==> src/rtl/dmem_arbiter.sv <==
// dmem_arbiter
// Shares the single-port data RAM between the CPU memory port and the
// decryption accelerator, and decodes the switch / LED memory-mapped I/O.
// The CPU normally wins the RAM. A starvation counter forces an accelerator
// grant after STARVE_LIMIT consecutive CPU wins against a pending request.
// Optional feature macro: DMEM_ARB_LED_READBACK_EN. When it is defined, a CPU
// read of IO_LED_ADDR returns {16'b0, led_out}. When it is undefined, that
// read is a null access and returns 0.
module dmem_arbiter #(
    parameter int          STARVE_LIMIT = 4,
    parameter logic [31:0] IO_SW_ADDR   = 32'd4096,
    parameter logic [31:0] IO_LED_ADDR  = 32'd4097
) (
    input  logic        clock,
    input  logic        reset,
    input  logic        cpu_en,
    input  logic        cpu_wren,
    input  logic [31:0] cpu_addr,
    input  logic [31:0] cpu_wdata,
    output logic [31:0] cpu_rdata,
    output logic        cpu_stall,
    input  logic        acc_req,
    input  logic        acc_wren,
    input  logic [11:0] acc_addr,
    input  logic [31:0] acc_wdata,
    output logic        acc_gnt,
    output logic        acc_rvalid,
    output logic [31:0] acc_rdata,
    output logic        ram_wEn,
    output logic [11:0] ram_addr,
    output logic [31:0] ram_dataIn,
    input  logic [31:0] ram_dataOut,
    input  logic [15:0] sw_in,
    output logic [15:0] led_out
);
    localparam logic [31:0]      RAM_WORDS = 32'd4096;
    localparam int               CNT_W     = $clog2(STARVE_LIMIT + 1);
    localparam logic [CNT_W-1:0] CNT_MAX   = CNT_W'(STARVE_LIMIT);

    logic             cpu_ram;
    logic             cpu_sw;
    logic             cpu_led;
    logic             cpu_led_rd;
    logic             cpu_rd_null;
    logic             force_gnt;
    logic [CNT_W-1:0] starve_cnt;

    // Read-source flags, one cycle behind the accepted request.
    logic             rd_acc_p1;
    logic             rd_cpu_ram_p1;
    logic             rd_sw_p1;
    logic             rd_led_p1;
    logic             rd_null_p1;

    // Switch synchronizer stages.
    logic [15:0]      sw_s1;
    logic [15:0]      sw_q;

    // The upper half of the LED write data has no destination.
    logic             unused_wdata_hi;
    assign unused_wdata_hi = ^cpu_wdata[31:16];

    // Address decode and priority arbitration between CPU and accelerator.
    always_comb begin
        cpu_ram = cpu_en && (cpu_addr < RAM_WORDS);
        cpu_sw  = cpu_en && !cpu_wren && (cpu_addr == IO_SW_ADDR);
        cpu_led = cpu_en &&  cpu_wren && (cpu_addr == IO_LED_ADDR);
`ifdef DMEM_ARB_LED_READBACK_EN
        cpu_led_rd = cpu_en && !cpu_wren && (cpu_addr == IO_LED_ADDR);
`else
        cpu_led_rd = 1'b0;
`endif
        // Any other CPU read falls through to the null source and returns 0.
        cpu_rd_null = cpu_en && !cpu_wren && !cpu_ram && !cpu_sw && !cpu_led_rd;
        force_gnt   = acc_req && (starve_cnt == CNT_MAX);
        acc_gnt     = acc_req && (!cpu_ram || force_gnt);
        cpu_stall   = cpu_ram && acc_gnt;
    end

    // RAM port mux: the granted accelerator first, then a CPU RAM access, else idle.
    always_comb begin
        ram_wEn    = 1'b0;
        ram_addr   = 12'h000;
        ram_dataIn = 32'h0000_0000;
        if (acc_gnt) begin
            ram_wEn    = acc_wren;
            ram_addr   = acc_addr;
            ram_dataIn = acc_wdata;
        end else if (cpu_ram) begin
            ram_wEn    = cpu_wren;
            ram_addr   = cpu_addr[11:0];
            ram_dataIn = cpu_wdata;
        end
    end

    // Count consecutive CPU wins against a waiting accelerator, saturating at the limit.
    always_ff @(posedge clock) begin
        if (reset || acc_gnt || !acc_req) begin
            starve_cnt <= '0;
        end else if (cpu_ram && (starve_cnt != CNT_MAX)) begin
            starve_cnt <= starve_cnt + CNT_W'(1);
        end
    end

    // Two-flop synchronizer for the asynchronous board switches.
    always_ff @(posedge clock) begin
        if (reset) begin
            sw_s1 <= 16'h0000;
            sw_q  <= 16'h0000;
        end else begin
            sw_s1 <= sw_in;
            sw_q  <= sw_s1;
        end
    end

    // LED register is loaded by a CPU write to the LED address.
    always_ff @(posedge clock) begin
        if (reset) begin
            led_out <= 16'h0000;
        end else if (cpu_led) begin
            led_out <= cpu_wdata[15:0];
        end
    end

    // Stage p1: record where each accepted read has to return from.
    always_ff @(posedge clock) begin
        if (reset) begin
            rd_acc_p1     <= 1'b0;
            rd_cpu_ram_p1 <= 1'b0;
            rd_sw_p1      <= 1'b0;
            rd_led_p1     <= 1'b0;
            rd_null_p1    <= 1'b0;
        end else begin
            rd_acc_p1     <= acc_gnt && !acc_wren;
            rd_cpu_ram_p1 <= cpu_ram && !cpu_wren && !acc_gnt;
            rd_sw_p1      <= cpu_sw;
            rd_led_p1     <= cpu_led_rd;
            rd_null_p1    <= cpu_rd_null;
        end
    end

    // Stage p2: register the returned read data; cpu_rdata holds when no CPU read is returning.
    always_ff @(posedge clock) begin
        if (reset) begin
            acc_rvalid <= 1'b0;
            acc_rdata  <= 32'h0000_0000;
            cpu_rdata  <= 32'h0000_0000;
        end else begin
            acc_rvalid <= rd_acc_p1;
            if (rd_acc_p1) begin
                acc_rdata <= ram_dataOut;
            end
            if (rd_cpu_ram_p1) begin
                cpu_rdata <= ram_dataOut;
            end else if (rd_sw_p1) begin
                cpu_rdata <= {16'h0000, sw_q};
            end else if (rd_led_p1) begin
                cpu_rdata <= {16'h0000, led_out};
            end else if (rd_null_p1) begin
                cpu_rdata <= 32'h0000_0000;
            end
        end
    end

endmodule

==> config.mk <==
export PLATFORM = sky130hd
export DESIGN_NAME = dmem_arbiter
export DESIGN_NICKNAME = d
export VERILOG_FILES = /design/src/rtl/dmem_arbiter.sv
export SDC_FILE = /design/constraint.sdc
export NUM_CORES = 1
export LEC_CHECK = 0
export BUFFER_PORTS_ARGS = -buffer_cell sky130_fd_sc_hd__buf_2
export CAP_MARGIN = 40
export CORE_MARGIN = 2
export CORE_UTILIZATION = 43
export DETAILED_ROUTE_END_ITERATION = 7
export PLACE_DENSITY_LB_ADDON = 0.3
export SLEW_MARGIN = 10
export SYNTH_ARGS = -nofsm -noshare
export SYNTH_HDL_FRONTEND = slang
export SYNTH_SLANG_ARGS = --single-unit
==> constraint.sdc <==
create_clock -name clock -period 3.7 [get_ports clock]
set_input_delay 0.37 -clock clock [delete_from_list [all_inputs] [get_ports clock]]
set_output_delay 0.37 -clock clock [all_outputs]
set_load 0.01 [all_outputs]
==> summary.txt <==
Pwr
  • Pwr per Cell Area: 465 nW/um2
  • Switching power: 0.000709 W
  • Sw frac: 0.213
  • Sequential Power Share: 0.402
  • Internal power: 0.00262 W
  • Maximum vdd drop: approximately 320 uV
  • Logic pwr share: 0.087
  • Clock Power Share: 0.511
  • Leakage power: between 3 and 4 nW

Worst hold path
  • Worst Hold Launch: sw_in[8]
  • Hold EP: sw_s1[8]
  • Hold Crit Depth: 2
  • Class of the worst hold path: input port to register

STA
  • Final worst path period need: approximately 3 ns
  • Endpoints failing hold: 0
  • Slew Viols, Final: 0
  • Slew HR: 0.409
  • RSZ-0062 raised after global routing: no
  • Worst-margin pin slew: 0.887 ns
  • Setup ws final: just over 0.7 ns
  • Maximum operating frequency: ~340 MHz
  • Clock skew: approximately 0.01 ns
  • Part of the cycle the worst path needs: 0.805
  • Hold slack final: around 0.19 ns
  • Setup Viol. Count Final: 0
  • Setup TNS: 0 ns

Yosys
  • Gate Count Post-Synth: 523
  • Synth Register Bits: 120
  • Ys flop type: dfxtp_1
  • Mean Syn Cell Area: about 9.6 um2
  • Seq/Total Area, Yosys: 0.479
  • Yosys cell types: 30
  • Mapped Area: ~5000 um2
  • Post-synth net total: 687
  • Post-synth EDFFs: 0
  • Asr flop ratio synth: 0
  • Synthesis Warnings: 0

Critical path
  • Flop2flop setup slack: ~1.6 ns
  • CP max stage cell: o41a_2
  • Critical R2R Launch: starve_cnt[0]
  • Max incr delay on CP: ~0.84 ns
  • Critical path, cell by cell: inv_1 > ha_1 > and2_1 > o41a_2 > a22o_1 > buf_2
  • Worst EP required: ~3.3 ns
  • Worst-path fanout max: 47
  • CP startpoint kind: register
  • Nature of the critical path endpoint: output pin
  • Worst EP arrival: around 2.6 ns
  • CP delay by family, top: compound AO/OA/AOI/OAI gates
  • Reg2reg end: rd_acc_p1
  • Worst R2R Path Depth: 5
  • CP Class: register to output pin
  • Crit path buf inv count: 2

Die
  • Die X: roughly 110 um
  • # rows: 39
  • Die Area: ~13000 um2
  • Initial Utilization: 0.439
  • IO Count: just under 300
  • Core area: between 10000 and 15000 um2
  • Die Span Y: 112 um

Clocking
  • TritonCTS buffer count: 17
  • Reg clk slew, reported paths: 0.05 ns
  • H-tree depth: 4
  • Num Clock Sinks: 120
  • Insertion delay to the later sink of the worst-skew pair: approximately 0.40 ns
  • CTS resizes: 0
  • Post-CTS setup buffers: 0
  • Post-CTS Hold Buffers: 0
  • Clock root buffer: clkbuf_16
  • TritonCTS clock tree: done
  • CTS max path bufs: 2

Global route
  • Pin count of the biggest net entering global routing: between 80 and 90
  • Vias in the first global route: around 4800
  • Global route overflow: 0
  • Tot GR Track Use: 0.249
  • Initial antenna violation count: 0
  • First-pass GRT wire length: roughly 24000 um

Finish
  • Final std cells w/o fill: about 950
  • ANT cells: 0
  • Area grow syn2layout: 42.7%
  • Share of cells above drive strength 1: 0.432
  • Core Util, Final: 0.626
  • Final #Nets: 962

Status
  • Status: finished clean

Routing
  • Vias: slightly below 5000
  • Residual DRC: 0
  • Post-route ant nets: 0
  • DR WL/cell: around 17 um
  • Via/cell ratio: slightly above 5
  • Drt pass-1 iters: 5
  • Post-Route WL: ~16000 um
  • DRT iter0 DRCs: between 300 and 400

Job
  • Maxcap violations: 0

Placement
  • IO Port Bufs: 289
  • Dpl cells: about 920
  • Gpl congestion: between 0.9 and 1
  • Post-DP HPWL: 12400 um
  • DP Worst Slack: 0.852 ns
power groups by stage:
stage | clock network [W] | logic [W] | registers [W]
3_5_place_dp | 0 | 0.000287 | 0.00136
4_1_cts | 0.00172 | 0.000288 | 0.00134
3_3_place_gp | 0 | 0.000276 | 0.00137
2_1_floorplan | 0 | 0.000120 | 0.00136
6_report | 0.00170 | 0.000288 | 0.00134
5_1_grt | 0.00178 | 0.000309 | 0.00134
layout by cell type (no fill, tap or decap), types with 5 or more instances in the layout:
cell       netlist  final
clkbuf_16        0     17
buf_4            0      5
clkinv_2         0      6
nand2_1         37     37
a22o_1          45     45
or3b_2          16     16
nor2_1          55     55
mux2i_1         49     49
a21oi_1         49     49
nand2b_1        33     33
buf_2            4    288
nor3_1           5      5
dfxtp_1        120    118
nor2b_1         33     33
nand3b_1        16     16
cell usage after synthesis (3+ instances only):
cell | count | share of area
a21oi_1 | 49 | 0.049
a22o_1 | 45 | 0.079
buf_1 | 3 | 0.0022
buf_2 | 4 | 0.0040
buf_6 | 5 | 0.011
clkbuf_1 | 28 | 0.021
dfxtp_1 | 120 | 0.48
inv_1 | 3 | 0.0022
mux2i_1 | 49 | 0.098
nand2_1 | 37 | 0.028
nand2b_1 | 33 | 0.041
nand3b_1 | 16 | 0.024
nor2_1 | 55 | 0.041
nor2b_1 | 33 | 0.041
nor3_1 | 5 | 0.0050
nor4_1 | 4 | 0.0050
nor4_4 | 3 | 0.013
or3b_2 | 16 | 0.028
cell families after synthesis:
family	share of synthesized area
simple gates	0.247
flops	0.479
compound gates	0.131
mux	0.0978
buf+inv	0.0407
fa+ha+maj	0.00499
routing by layer:
layer | routed length [um] | global-route usage
met5 | 0 | 0
met4 | 368 | 0.0886
met2 | 7920 | 0.419
met3 | 1020 | 0.0588
met1 | 6840 | 0.313
worst max path at each step:
stage	slack (ns)	cells past startpoint	from	end
6_report	0.72	6	starve_cnt[0]	ram_addr[3]
5_1_grt	0.59	6	starve_cnt[0]	ram_addr[2]
4_1_cts	0.70	6	starve_cnt[0]	ram_addr[2]
3_5_place_dp	0.85	7	cpu_addr[26]	ram_dataIn[29]
3_3_place_gp	0.92	6	cpu_addr[30]	ram_addr[1]
2_1_floorplan	1.40	5	cpu_addr[26]	ram_addr[0]
state kept, by name (all words and copies together), names as in the netlist:
| signal | count |
|---|---|
| rd_null_p1 | 1 |
| cpu_rdata | 32 |
| starve_cnt | 3 |
| acc_rdata | 32 |
| rd_acc_p1 | 1 |
| led_out | 16 |
| sw_s1 | 16 |
| rd_sw_p1 | 1 |
| acc_rvalid | 1 |
| sw_q | 16 |
| rd_cpu_ram_p1 | 1 |
final cells by class:
| class | count | area, um2 |
|---|---|---|
| inverters | 3 | 11.3 |
| repair buffers | 296 | 1540 |
| flip-flops and latches | 120 | 2400 |
| clock inverters | 10 | 150 |
| fillers | 1012 | 4270 |
| well taps | 143 | 179 |
| multi-input cells | 360 | 2410 |
| clock buffers | 21 | 460 |
stage by stage:
step	total power, W	instance area, um2
6_report	0.00332	7150
4_1_cts	0.00334	7150
2_1_floorplan	0.00148	5010
3_5_place_dp	0.00165	6540
3_3_place_gp	0.00164	6490
5_1_grt	0.00343	7150
worst reg2reg max path, stage by stage, from the launching register on:
cell and delay (ns):
dfxtp_1 0.37, inv_1 0.06, ha_1 0.21, and2_1 0.17
o41a_2 0.84, nor3b_1 0.28
(Power assumes the default switching activity.)
